File: src/rtl/sa_feeder.sv
// Feeds the systolic grid: buffers a weight tile, bursts it north with o_sel high,
// then streams activation vectors west through a per-row skew line.
module sa_feeder #(
  parameter int ROWS      = 9,
  parameter int COLS      = 3,
  parameter int LOAD_HOLD = 1,
  parameter int DRAIN_CYC = ROWS + COLS
) (
  input  logic                 i_clk,
  input  logic                 i_rst,
  input  logic                 i_start,
  input  logic                 s_w_valid,
  output logic                 s_w_ready,
  input  logic [COLS*8-1:0]    s_w_data,
  input  logic                 s_a_valid,
  output logic                 s_a_ready,
  input  logic [ROWS*8-1:0]    s_a_data,
  input  logic                 s_a_last,
  output logic                 o_sel,
  output logic [COLS*32-1:0]   o_north_data,
  output logic [ROWS*9-1:0]    o_west_data,
  output logic                 o_busy,
  output logic                 o_done
);

  localparam int CNT_W  = $clog2(ROWS + 1);
  localparam int IDX_W  = (ROWS > 1) ? $clog2(ROWS) : 1;
  localparam int HOLD_W = $clog2(LOAD_HOLD + 1);
  localparam int PH_W   = $clog2(DRAIN_CYC + ROWS + 1);

  typedef enum logic [2:0] {
    IDLE,
    WFILL,
    WLOAD,
    STREAM,
    FLUSH,
    DRAIN
  } state_t;

  state_t             state;
  logic [CNT_W-1:0]   w_cnt;
  logic [IDX_W-1:0]   load_row;
  logic [HOLD_W-1:0]  hold_cnt;
  logic [PH_W-1:0]    phase_cnt;
  logic [COLS*8-1:0]  w_buf [ROWS];
  logic               a_fire;

  assign a_fire = s_a_valid && s_a_ready;
  assign o_busy = (state != IDLE);

  // Each weight byte becomes a zero-padded 32-bit north lane, col 0 in the MSBs.
  function automatic logic [COLS*32-1:0] widen_row(input logic [COLS*8-1:0] w);
    logic [COLS*32-1:0] v;
    v = '0;
    for (int c = 0; c < COLS; c++) begin
      v[(COLS-c)*32-1 -: 32] = {24'd0, w[(COLS-c)*8-1 -: 8]};
    end
    return v;
  endfunction

  always_ff @(posedge i_clk) begin
    if (i_rst) begin
      state        <= IDLE;
      w_cnt        <= '0;
      load_row     <= '0;
      hold_cnt     <= '0;
      phase_cnt    <= '0;
      s_w_ready    <= 1'b0;
      s_a_ready    <= 1'b0;
      o_sel        <= 1'b0;
      o_north_data <= '0;
      o_done       <= 1'b0;
    end else begin
      o_done <= 1'b0;
      case (state)
        IDLE: begin
          if (i_start) begin
            state     <= WFILL;
            w_cnt     <= '0;
            s_w_ready <= 1'b1;
          end
        end

        // The last beat goes straight onto the north bus, so the burst starts
        // without waiting for the buffer write to land.
        WFILL: begin
          if (s_w_valid && s_w_ready) begin
            w_buf[w_cnt[IDX_W-1:0]] <= s_w_data;
            if (w_cnt == CNT_W'(ROWS - 1)) begin
              s_w_ready    <= 1'b0;
              state        <= WLOAD;
              o_sel        <= 1'b1;
              o_north_data <= widen_row(s_w_data);
              load_row     <= IDX_W'(ROWS - 1);
              hold_cnt     <= '0;
            end else begin
              w_cnt <= w_cnt + 1'b1;
            end
          end
        end

        WLOAD: begin
          if (hold_cnt == HOLD_W'(LOAD_HOLD - 1)) begin
            hold_cnt <= '0;
            if (load_row == '0) begin
              state        <= STREAM;
              o_sel        <= 1'b0;
              o_north_data <= '0;
              s_a_ready    <= 1'b1;
            end else begin
              load_row     <= load_row - 1'b1;
              o_north_data <= widen_row(w_buf[load_row - 1'b1]);
            end
          end else begin
            hold_cnt <= hold_cnt + 1'b1;
          end
        end

        STREAM: begin
          if (a_fire && s_a_last) begin
            s_a_ready <= 1'b0;
            phase_cnt <= '0;
            if (ROWS > 1) begin
              state <= FLUSH;
            end else begin
              state <= DRAIN;
            end
          end
        end

        FLUSH: begin
          if (phase_cnt == PH_W'(ROWS - 2)) begin
            phase_cnt <= '0;
            state     <= DRAIN;
          end else begin
            phase_cnt <= phase_cnt + 1'b1;
          end
        end

        DRAIN: begin
          if (phase_cnt == PH_W'(DRAIN_CYC - 1)) begin
            phase_cnt <= '0;
            state     <= IDLE;
            o_done    <= 1'b1;
          end else begin
            phase_cnt <= phase_cnt + 1'b1;
          end
        end

        default: state <= IDLE;
      endcase
    end
  end

  // Row r gets an (r+1)-deep shift line; a bubble enters whenever no vector is taken.
  for (genvar r = 0; r < ROWS; r++) begin : g_skew
    logic [8:0] pipe [0:r];
    logic [8:0] token;

    assign token = a_fire ? {1'b1, s_a_data[(ROWS-r)*8-1 -: 8]} : 9'd0;

    always_ff @(posedge i_clk) begin
      if (i_rst) begin
        for (int s = 0; s <= r; s++) begin
          pipe[s] <= '0;
        end
      end else begin
        pipe[0] <= token;
        for (int s = 1; s <= r; s++) begin
          pipe[s] <= pipe[s-1];
        end
      end
    end

    assign o_west_data[(ROWS-r)*9-1 -: 9] = pipe[r];
  end

endmodule

File: config.mk
export PLATFORM = sky130hd
export DESIGN_NAME = sa_feeder
export DESIGN_NICKNAME = d
export VERILOG_FILES = /design/src/rtl/sa_feeder.sv
export SDC_FILE = /design/constraint.sdc
export NUM_CORES = 1
export LEC_CHECK = 0
export CAP_MARGIN = 0
export CORE_MARGIN = 2
export CORE_UTILIZATION = 30
export DETAILED_ROUTE_END_ITERATION = 16
export SLEW_MARGIN = 30
export SYNTH_ARGS = -nofsm -noshare
export SYNTH_HDL_FRONTEND = slang
export SYNTH_SLANG_ARGS = --single-unit
File: constraint.sdc
create_clock -name i_clk -period 5.79 [get_ports i_clk]
set_clock_uncertainty 0.1 [all_clocks]
set_input_delay 1.158 -clock i_clk [delete_from_list [all_inputs] [get_ports i_clk]]
set_output_delay 1.158 -clock i_clk [all_outputs]
set_load 0.01 [all_outputs]
==> flow_metrics.py, run 1 <==
metrics = {
    "run_status": {
        "status": "finished, final reports clean",
    },
    "synthesis": {
        "synth_edf_count": 216,
        "postSynthCellCount": 1568,
        "syn_area_mm2": 0.0217,
        "synth-main-ff-cell": "dfxtp_1",
        "yosys.cell_types.count": 53,
        "synth_seq_area_share": 0.679,
        "async_flop_share": 0,
        "yosysWarnings": 0,
        "syn_avg_cell_area_um2": 13.9,
        "ys_ff_latch": 629,
    },
    "clocking": {
        "post_cts_buffers": 0,
        "cts.sinks": 629,
        "cts.path.max_buffers": 3,
        "clockRootBuffer": "clkbuf_16",
        "clk_latency_ps": 600,
        "cts-resized-gates": 0,
        "cts_tree": "done",
        "hold_buffers": 0,
        "clkSlewWorstSetupHoldPaths_ps": 60,
        "cts_buffers": 71,
        "htree_levels": 3,
    },
    "floorplanning": {
        "num_rows": 98,
        "coreArea_mm2": 0.0716,
        "die_h_um": 273,
        "die_width_um": 273,
        "dieArea_mm2": 0.0746,
        "io_pins": 284,
        "initial_core_util": 0.304,
    },
    "placement": {
        "portBuffers": 211,
        "placed_cells": 2616,
        "place_ws_ps": 2200,
        "place_congestion": 0.737,
        "hpwlAfterDp_mm": 26.0,
    },
    "critical_path": {
        "cp_max_fo": 17,
        "worstSetupPathType": "reg -> out",
        "cp.required_ps": 4530,
        "start_kind": "register",
        "critPathArrivalTime_ps": 2010,
        "critical_path.endpoint": "o_busy",
        "regToRegEndpoint": "o_north_data[33]$_SDFFE_PP0P_",
        "endpoint_kind": "primary output",
        "rr_startpoint": "load_row[1]$_SDFFE_PP0P_",
        "ff2ff_path_depth": 7,
        "r2r_slack_ps": 2670,
        "startpoint": "state[0]$_SDFFE_PP0P_",
    },
    "layout": {
        "nets": 1848,
        "final_cells": 2743,
        "drive_gt1_frac": 0.134,
        "area_growth_syn_to_layout_pct": 22.1,
    },
    "timing": {
        "finalSetupViolations": 0,
        "finalHoldViolations": 0,
        "final.setup.tns_ps": 0,
        "setup_slack_ps": 2520,
        "period_share": 0.564,
        "final_max_slew_viol_count": 0,
        "period_minus_slack_ps": 3270,
        "rsz0062_at_grt": "no",
        "fmax_ghz": 0.306,
        "slew_headroom": 0.362,
        "tightest_slew_ps": 956,
        "holdWs_ps": 323,
    },
    "global_route": {
        "grt_pass1_wl_mm": 65.0,
        "grt_usage": 0.112,
        "grt_pass1_vias": 11384,
        "antenna_found_initial": 5,
        "grt_max_degree": 224,
        "grt.overflow.total": 0,
    },
    "hold_path": {
        "hold_class": "reg -> reg",
    },
    "power": {
        "power_leakage_nw": 9.46,
        "power.total_mw": 9.08,
        "p_seq_frac": 0.505,
        "swShare": 0.209,
        "p_clk_frac": 0.473,
        "vdd_drop_max_v": 0.000183,
        "power_density_mw_per_mm2": 342,
        "switchingPower_mw": 1.90,
        "p_int_mw": 7.18,
        "p_comb_frac": 0.022,
    },
    "drt": {
        "drtPass1Iterations": 4,
        "finalWirelength_mm": 42.5,
        "vias": 11300,
        "ant_nets": 0,
        "wire_per_inst_um": 15.5,
        "drtIter0Drc": 525,
        "drc_errors": 0,
        "avgViaCountPerCell": 4.12,
    },
    "flow_run": {
        "max-cap-violations": 0,
    },
}
cells in the mapped netlist, drive strengths merged (3+ instances only):
cell / instances / area [um^2]
dfxtp: 413 / 8270
nor2b: 325 / 2030
edfxtp: 216 / 6490
buf: 139 / 1030
and2: 77 / 482
clkbuf: 64 / 240
mux4: 48 / 1080
nor2: 39 / 154
inv: 31 / 116
o21ai: 27 / 135
mux2i: 26 / 260
o211ai: 26 / 230
a221oi: 24 / 329
mux2: 24 / 270
a21oi: 13 / 65.1
nand2: 10 / 37.5
ha: 7 / 87.6
and3: 6 / 37.5
nand4: 6 / 37.5
nor3: 6 / 41.3
nand3: 4 / 20.0
nor3b: 4 / 35.0
nand2b: 3 / 18.8
how the worst min path moves through the flow:
stage,startpoint,to,cells past startpoint
after floorplan,g_skew[1].pipe[0][1]$_SDFF_PP0_,g_skew[1].pipe[0][10]$_SDFF_PP0_,1
after global placement,g_skew[3].pipe[0][5]$_SDFF_PP0_,g_skew[3].pipe[1][5]$_SDFF_PP0_,1
after detailed placement,g_skew[1].pipe[0][3]$_SDFF_PP0_,g_skew[1].pipe[0][12]$_SDFF_PP0_,1
after CTS,g_skew[8].pipe[0][19]$_SDFF_PP0_,g_skew[8].pipe[0][28]$_SDFF_PP0_,1
after global routing,g_skew[8].pipe[0][32]$_SDFF_PP0_,g_skew[8].pipe[0][41]$_SDFF_PP0_,1
final,g_skew[3].pipe[2][7]$_SDFF_PP0_,g_skew[3].pipe[3][7]$_SDFF_PP0_,1
registers in the layout, indices dropped and copies added, names as in the netlist:
register / count
g_skew.pipe: 369
w_buf: 216
o_north_data: 24
phase_cnt: 5
load_row: 4
w_cnt: 4
state: 3
o_done: 1
o_sel: 1
s_a_ready: 1
s_w_ready: 1
final cells by class:
type | count | area [um^2]
Antenna cell | 3 | 7.51
Clock buffer | 90 | 1940
Clock inverter | 34 | 327
Fill cell | 6814 | 45100
Inverter | 31 | 116
Multi-Input combinational cell | 776 | 5910
Sequential cell | 629 | 14800
Tap cell | 950 | 1190
Timing Repair Buffer | 230 | 2300
per-layer routing:
layer,track usage,vias up,share of wire
li1,-,5492,-
met1,0.140,5495,0.43
met2,0.180,239,0.48
met3,0.0331,70,0.061
met4,0.0449,4,0.024
met5,0,-,0.00064
critical path: stages, from the launching register on:
cell and delay, ps:
dfxtp_1 470, or3_1 430, clkdlybuf4s50_1 510
layout by cell type (no fill, tap or decap), drive strengths merged, types with 3 or more instances in the layout:
master,n
ha,7
clkinvlp,4
buf,20
bufinv,3
clkdlybuf4s50,210
nand2b,3
mux2,24
nand2,10
edfxtp,216
nand4,6
conb,72
mux4,48
mux2i,26
and3,6
clkinv,21
nor3,6
o21ai,27
o211ai,26
nor2,39
and2,77
a21oi,13
a221oi,24
nor2b,325
nand3,4
clkbuf,90
nor3b,4
inv,37
dfxtp,413
diode,3
power by group through the flow:
stage	logic [mW]	clock network [mW]	registers (mW)
floorplan	0.122	0	4.67
global placement	0.196	0	4.67
detailed placement	0.200	0	4.68
CTS	0.201	4.43	4.58
global route	0.219	4.60	4.58
finish	0.199	4.30	4.58
per-stage QoR:
stage          instance area, um^2  utilization
2_1_floorplan                22000            -
3_3_place_gp                 24200        0.338
3_5_place_dp                 24300        0.339
4_1_cts                      26500        0.371
5_1_grt                      26500        0.371
6_report                     26500        0.371
cells by family after synthesis:
logic type,Yosys count,share of synthesized area
flip-flops,629,0.679
AND/OR/NAND/NOR,496,0.139
buffers and inverters,234,0.0637
AO/OA/AOI/OAI,100,0.0387
multiplexers,98,0.0741
adder cells (fa/ha/maj),7,0.00403
XOR/XNOR,3,0.00190
other,1,0.000172
No activity file was read; power rests on OpenSTA's default activity.
==> inputs of run 2 (changes only) <==
==> constraint.sdc (replaced) <==
create_clock -name i_clk -period 3.2 [get_ports i_clk]
set_clock_uncertainty 0.1 [all_clocks]
set_input_delay 0.64 -clock i_clk [delete_from_list [all_inputs] [get_ports i_clk]]
set_output_delay 0.64 -clock i_clk [all_outputs]
set_load 0.01 [all_outputs]
==> flow_metrics.py, run 2 (synthesis gave the netlist of run 1 again) <==
metrics = {
    "clocking": {
        "htree_levels": 3,
        "cts-resized-gates": 0,
        "clk_latency_ps": 600,
        "cts.path.max_buffers": 3,
        "post_cts_buffers": 0,
        "cts_tree": "done",
        "cts_buffers": 70,
        "clkSlewWorstSetupHoldPaths_ps": 60,
        "cts.sinks": 629,
        "clockRootBuffer": "clkbuf_16",
        "hold_buffers": 0,
    },
    "global_route": {
        "grt.overflow.total": 0,
        "grt_max_degree": 226,
        "grt_usage": 0.111,
        "antenna_found_initial": 3,
        "grt_pass1_vias": 11120,
        "grt_pass1_wl_mm": 64.2,
    },
    "placement": {
        "hpwlAfterDp_mm": 26.3,
        "portBuffers": 211,
        "place_congestion": 0.756,
    },
    "critical_path": {
        "start_kind": "register",
        "startpoint": "state[0]$_SDFFE_PP0P_",
        "worstSetupPathType": "reg -> out",
        "critical_path.endpoint": "o_busy",
        "cp.required_ps": 2460,
        "endpoint_kind": "primary output",
        "ff2ff_path_depth": 5,
        "r2r_slack_ps": 720,
        "rr_startpoint": "state[0]$_SDFFE_PP0P_",
        "regToRegEndpoint": "w_buf[1][11]$_DFFE_PP_",
        "critPathArrivalTime_ps": 1970,
        "cp_max_fo": 17,
    },
    "layout": {
        "antenna_cells": 0,
        "layout_commonest_cell": "dfxtp_1",
        "area_growth_syn_to_layout_pct": 23.8,
        "largest_register": "g_skew.pipe",
        "largest_register_ffs": 369,
        "drive_gt1_frac": 0.143,
        "nets": 1858,
        "most-common-layout-cells": "dfxtp_1 (412), nor2b_1 (325), edfxtp_1 (216)",
        "postLayoutCoreUtil": 0.376,
    },
    "floorplanning": {
        "die_h_um": 273,
        "die_width_um": 273,
        "initial_core_util": 0.304,
        "num_rows": 98,
        "io_pins": 284,
        "dieArea_mm2": 0.0746,
        "coreArea_mm2": 0.0716,
    },
    "hold_path": {
        "hold_class": "reg -> reg",
        "min_from": "g_skew[7].pipe[0][19]$_SDFF_PP0_",
    },
    "timing": {
        "slew_headroom": 0.338,
        "finalHoldViolations": 0,
        "period_share": 0.848,
        "final.setup.tns_ps": 0,
        "fmax_ghz": 0.369,
        "rsz0062_at_grt": "no",
        "finalSetupViolations": 0,
        "final_max_slew_viol_count": 0,
        "tightest_slew_ps": 992,
        "period_minus_slack_ps": 2710,
    },
    "drt": {
        "finalWirelength_mm": 42.3,
        "avgViaCountPerCell": 4.13,
        "vias": 11372,
        "drtPass1Iterations": 7,
        "drtIter0Drc": 538,
        "ant_nets": 0,
        "wire_per_inst_um": 15.4,
        "drc_errors": 0,
    },
    "run_status": {
        "status": "finished, final reports clean",
    },
    "flow_run": {
        "max-cap-violations": 0,
    },
    "power": {
        "power_leakage_nw": 9.63,
        "vdd_drop_max_v": 0.000355,
        "power_density_mw_per_mm2": 631,
    },
}
run 2: cell types whose count changed in the layout (fill, tap and decap cells not counted), moves of 3 or more:
cell and delta:
buf_12 +12, bufinv_16 +6, clkinv_1 -4, clkbuf_1 -3, clkbuf_8 +3, diode_2 -3
run 2: metal layers:
layer / routed length, um / track usage
met1: 18400 / 0.143
met2: 20200 / 0.174
met3: 2610 / 0.0314
met4: 1110 / 0.0464
met5: 31 / 0
run 2: how the worst min path moves through the flow:
stage | cells past startpoint | endpoint | slack (ps)
final | 1 | g_skew[7].pipe[0][28]$_SDFF_PP0_ | 320
after floorplan | 1 | g_skew[1].pipe[0][10]$_SDFF_PP0_ | 310
after global placement | 1 | g_skew[4].pipe[0][22]$_SDFF_PP0_ | 320
after detailed placement | 1 | g_skew[4].pipe[0][25]$_SDFF_PP0_ | 320
after global routing | 1 | g_skew[7].pipe[1][18]$_SDFF_PP0_ | 340
after CTS | 1 | g_skew[4].pipe[0][20]$_SDFF_PP0_ | 320
run 2: area by class of cell:
type | count | area, um^2
clock buffers | 90 | 1950
clock inverters | 36 | 509
fillers | 6801 | 44700
inverters | 31 | 116
multi-input cells | 776 | 5890
flip-flops and latches | 629 | 14800
well taps | 950 | 1190
repair buffers | 241 | 2500
run 2: critical path, cell delays in order (launching register included):
cell and delay [ps]:
dfxtp_1 660, or3_1 180, clkdlybuf4s50_1 540
run 2: metrics by stage:
stage               worst slack, ps  total power [mW]  area (um^2)  hold slack, ps  std cells
CTS                             438              17.2        26900             325       2753
global placement                376              8.82        24500             316       2627
global route                    358              17.6        26900             341       2753
finish                          487              17.0        26900             323       2753
floorplan                       286              8.67        22000             314       1639
detailed placement              390              8.83        24500             320       2627
run 2: report_power, final:
group          total, mW  internal, mW  switching (mW)
Clock               8.33          5.09            3.24
Combinational      0.369         0.153           0.216
Sequential          8.29          8.27          0.0198
Total               17.0          13.5            3.47
==> inputs of run 3 (changes only) <==
==> constraint.sdc (replaced) <==
create_clock -name i_clk -period 2.7 [get_ports i_clk]
set_clock_uncertainty 0.1 [all_clocks]
set_input_delay 0.54 -clock i_clk [delete_from_list [all_inputs] [get_ports i_clk]]
set_output_delay 0.54 -clock i_clk [all_outputs]
set_load 0.01 [all_outputs]
==> flow_metrics.py, run 3 (synthesis gave the netlist of run 1 again) <==
metrics = {
    "run_status": {
        "status": "finished, final reports clean",
    },
    "floorplanning": {
        "die_h_um": 273,
        "num_rows": 98,
        "initial_core_util": 0.304,
        "coreArea_mm2": 0.0716,
        "dieArea_mm2": 0.0746,
        "io_pins": 284,
        "die_width_um": 273,
    },
    "clocking": {
        "cts_buffers": 69,
        "cts.sinks": 629,
        "clk_latency_ps": 600,
        "clkSlewWorstSetupHoldPaths_ps": 60,
        "hold_buffers": 0,
        "htree_levels": 3,
        "cts_tree": "done",
        "clockRootBuffer": "clkbuf_16",
        "cts.path.max_buffers": 3,
        "cts-resized-gates": 0,
        "post_cts_buffers": 0,
    },
    "hold_path": {
        "hold_class": "in -> reg",
    },
    "global_route": {
        "grt_usage": 0.109,
        "grt.overflow.total": 0,
        "grt_max_degree": 180,
        "grt_pass1_vias": 11097,
        "grt_pass1_wl_mm": 63.0,
        "antenna_found_initial": 4,
    },
    "critical_path": {
        "cp_max_fo": 12,
        "cp.required_ps": 2060,
        "regToRegEndpoint": "o_north_data[3]$_SDFFE_PP0P_",
        "ff2ff_path_depth": 7,
        "crit_chain": "buf_4 -> or3_1 -> clkdlybuf4s50_1",
        "start_kind": "register",
        "worstSetupPathType": "reg -> out",
        "endpoint_kind": "primary output",
        "r2r_slack_ps": 360,
        "critical_path.endpoint": "o_busy",
        "critPathArrivalTime_ps": 1920,
        "max_stage_delay_ps": 490,
        "cp_slowest_cell": "clkdlybuf4s50_1",
        "rr_startpoint": "load_row[1]$_SDFFE_PP0P_",
        "startpoint": "state[2]$_SDFFE_PP0P_",
    },
    "power": {
        "vdd_drop_max_v": 0.000415,
        "p_comb_frac": 0.023,
        "power_density_mw_per_mm2": 742,
        "power_leakage_nw": 9.62,
        "p_seq_frac": 0.492,
        "p_clk_frac": 0.485,
        "p_int_mw": 15.9,
        "switchingPower_mw": 4.04,
        "swShare": 0.203,
    },
    "placement": {
        "hpwlAfterDp_mm": 26.1,
        "portBuffers": 211,
        "place_congestion": 0.728,
    },
    "layout": {
        "nets": 1859,
        "layout_commonest_cell": "dfxtp_1",
        "area_growth_syn_to_layout_pct": 23.7,
        "largest_register": "g_skew.pipe",
        "postLayoutCoreUtil": 0.375,
        "drive_gt1_frac": 0.141,
        "most-common-layout-cells": "dfxtp_1 (412), nor2b_1 (325), edfxtp_1 (216)",
        "fillers": 6790,
        "largest_register_ffs": 369,
    },
    "timing": {
        "holdWs_ps": 186,
        "final_max_slew_viol_count": 0,
        "period_minus_slack_ps": 2560,
        "tightest_slew_ps": 700,
        "finalSetupViolations": 0,
        "period_share": 0.949,
        "final.setup.tns_ps": 0,
        "fmax_ghz": 0.390,
        "rsz0062_at_grt": "no",
        "finalHoldViolations": 0,
        "slew_headroom": 0.533,
    },
    "drt": {
        "wire_per_inst_um": 15.0,
        "drtIter0Drc": 535,
        "avgViaCountPerCell": 4.09,
        "drtPass1Iterations": 5,
        "vias": 11281,
        "finalWirelength_mm": 41.4,
        "drc_errors": 0,
        "ant_nets": 0,
    },
    "flow_run": {
        "max-cap-violations": 0,
    },
}
-- run 3: worst min path at each step --
stage	start	slack, ps	depth (start not counted)	end
after floorplan	g_skew[1].pipe[0][1]$_SDFF_PP0_	310	1	g_skew[1].pipe[0][10]$_SDFF_PP0_
after global placement	g_skew[5].pipe[1][4]$_SDFF_PP0_	320	1	g_skew[5].pipe[2][4]$_SDFF_PP0_
after detailed placement	g_skew[7].pipe[0][31]$_SDFF_PP0_	320	1	g_skew[7].pipe[1][4]$_SDFF_PP0_
after CTS	i_rst	150	2	g_skew[5].pipe[3][6]$_SDFF_PP0_
after global routing	i_rst	170	2	g_skew[5].pipe[2][2]$_SDFF_PP0_
final	i_rst	190	2	g_skew[5].pipe[4][1]$_SDFF_PP0_
-- run 3: per-stage QoR --
step / setup WS [ps] / instances / area (um^2) / power, mW
2_1_floorplan: 5.34 / 1639 / 22000 / 10.3
3_3_place_gp: -103 / 2629 / 24500 / 10.5
3_5_place_dp: -84.7 / 2629 / 24500 / 10.5
4_1_cts: 77.8 / 2754 / 26900 / 20.2
5_1_grt: 36.4 / 2755 / 26900 / 20.7
6_report: 138 / 2755 / 26900 / 19.9
-- run 3: critical path, delay by kind of cell, from the launching register on --
kind	cells	cell delay [ps]
buf+inv	2	660
simple gates	1	370
flops	1	310
-- run 3: final cells by class --
type | instances | area (um^2) | share of cell area
Timing Repair Buffer | 243 | 2530 | 0.0942
Antenna cell | 1 | 2.50 | 0.0000931
Inverter | 31 | 116 | 0.00433
Clock buffer | 89 | 1900 | 0.0707
Sequential cell | 629 | 14800 | 0.549
Tap cell | 950 | 1190 | 0.0442
Clock inverter | 36 | 500 | 0.0186
Multi-Input combinational cell | 776 | 5890 | 0.219
-- run 3: power by group through the flow --
stage	Combinational, mW	Sequential [mW]	Clock (mW)
floorplan	0.261	10.0	0
global placement	0.445	10.0	0
detailed placement	0.455	10.0	0
CTS	0.457	9.80	9.98
global route	0.498	9.80	10.4
finish	0.452	9.81	9.68
-- run 3: per-layer routing --
layer  vias up  track usage  wire [um]
met5         -            0         21
met4         4       0.0518       1230
met3        81       0.0287       2110
met2       210        0.173      19800
met1      5474        0.138      18300
li1       5512            -          -
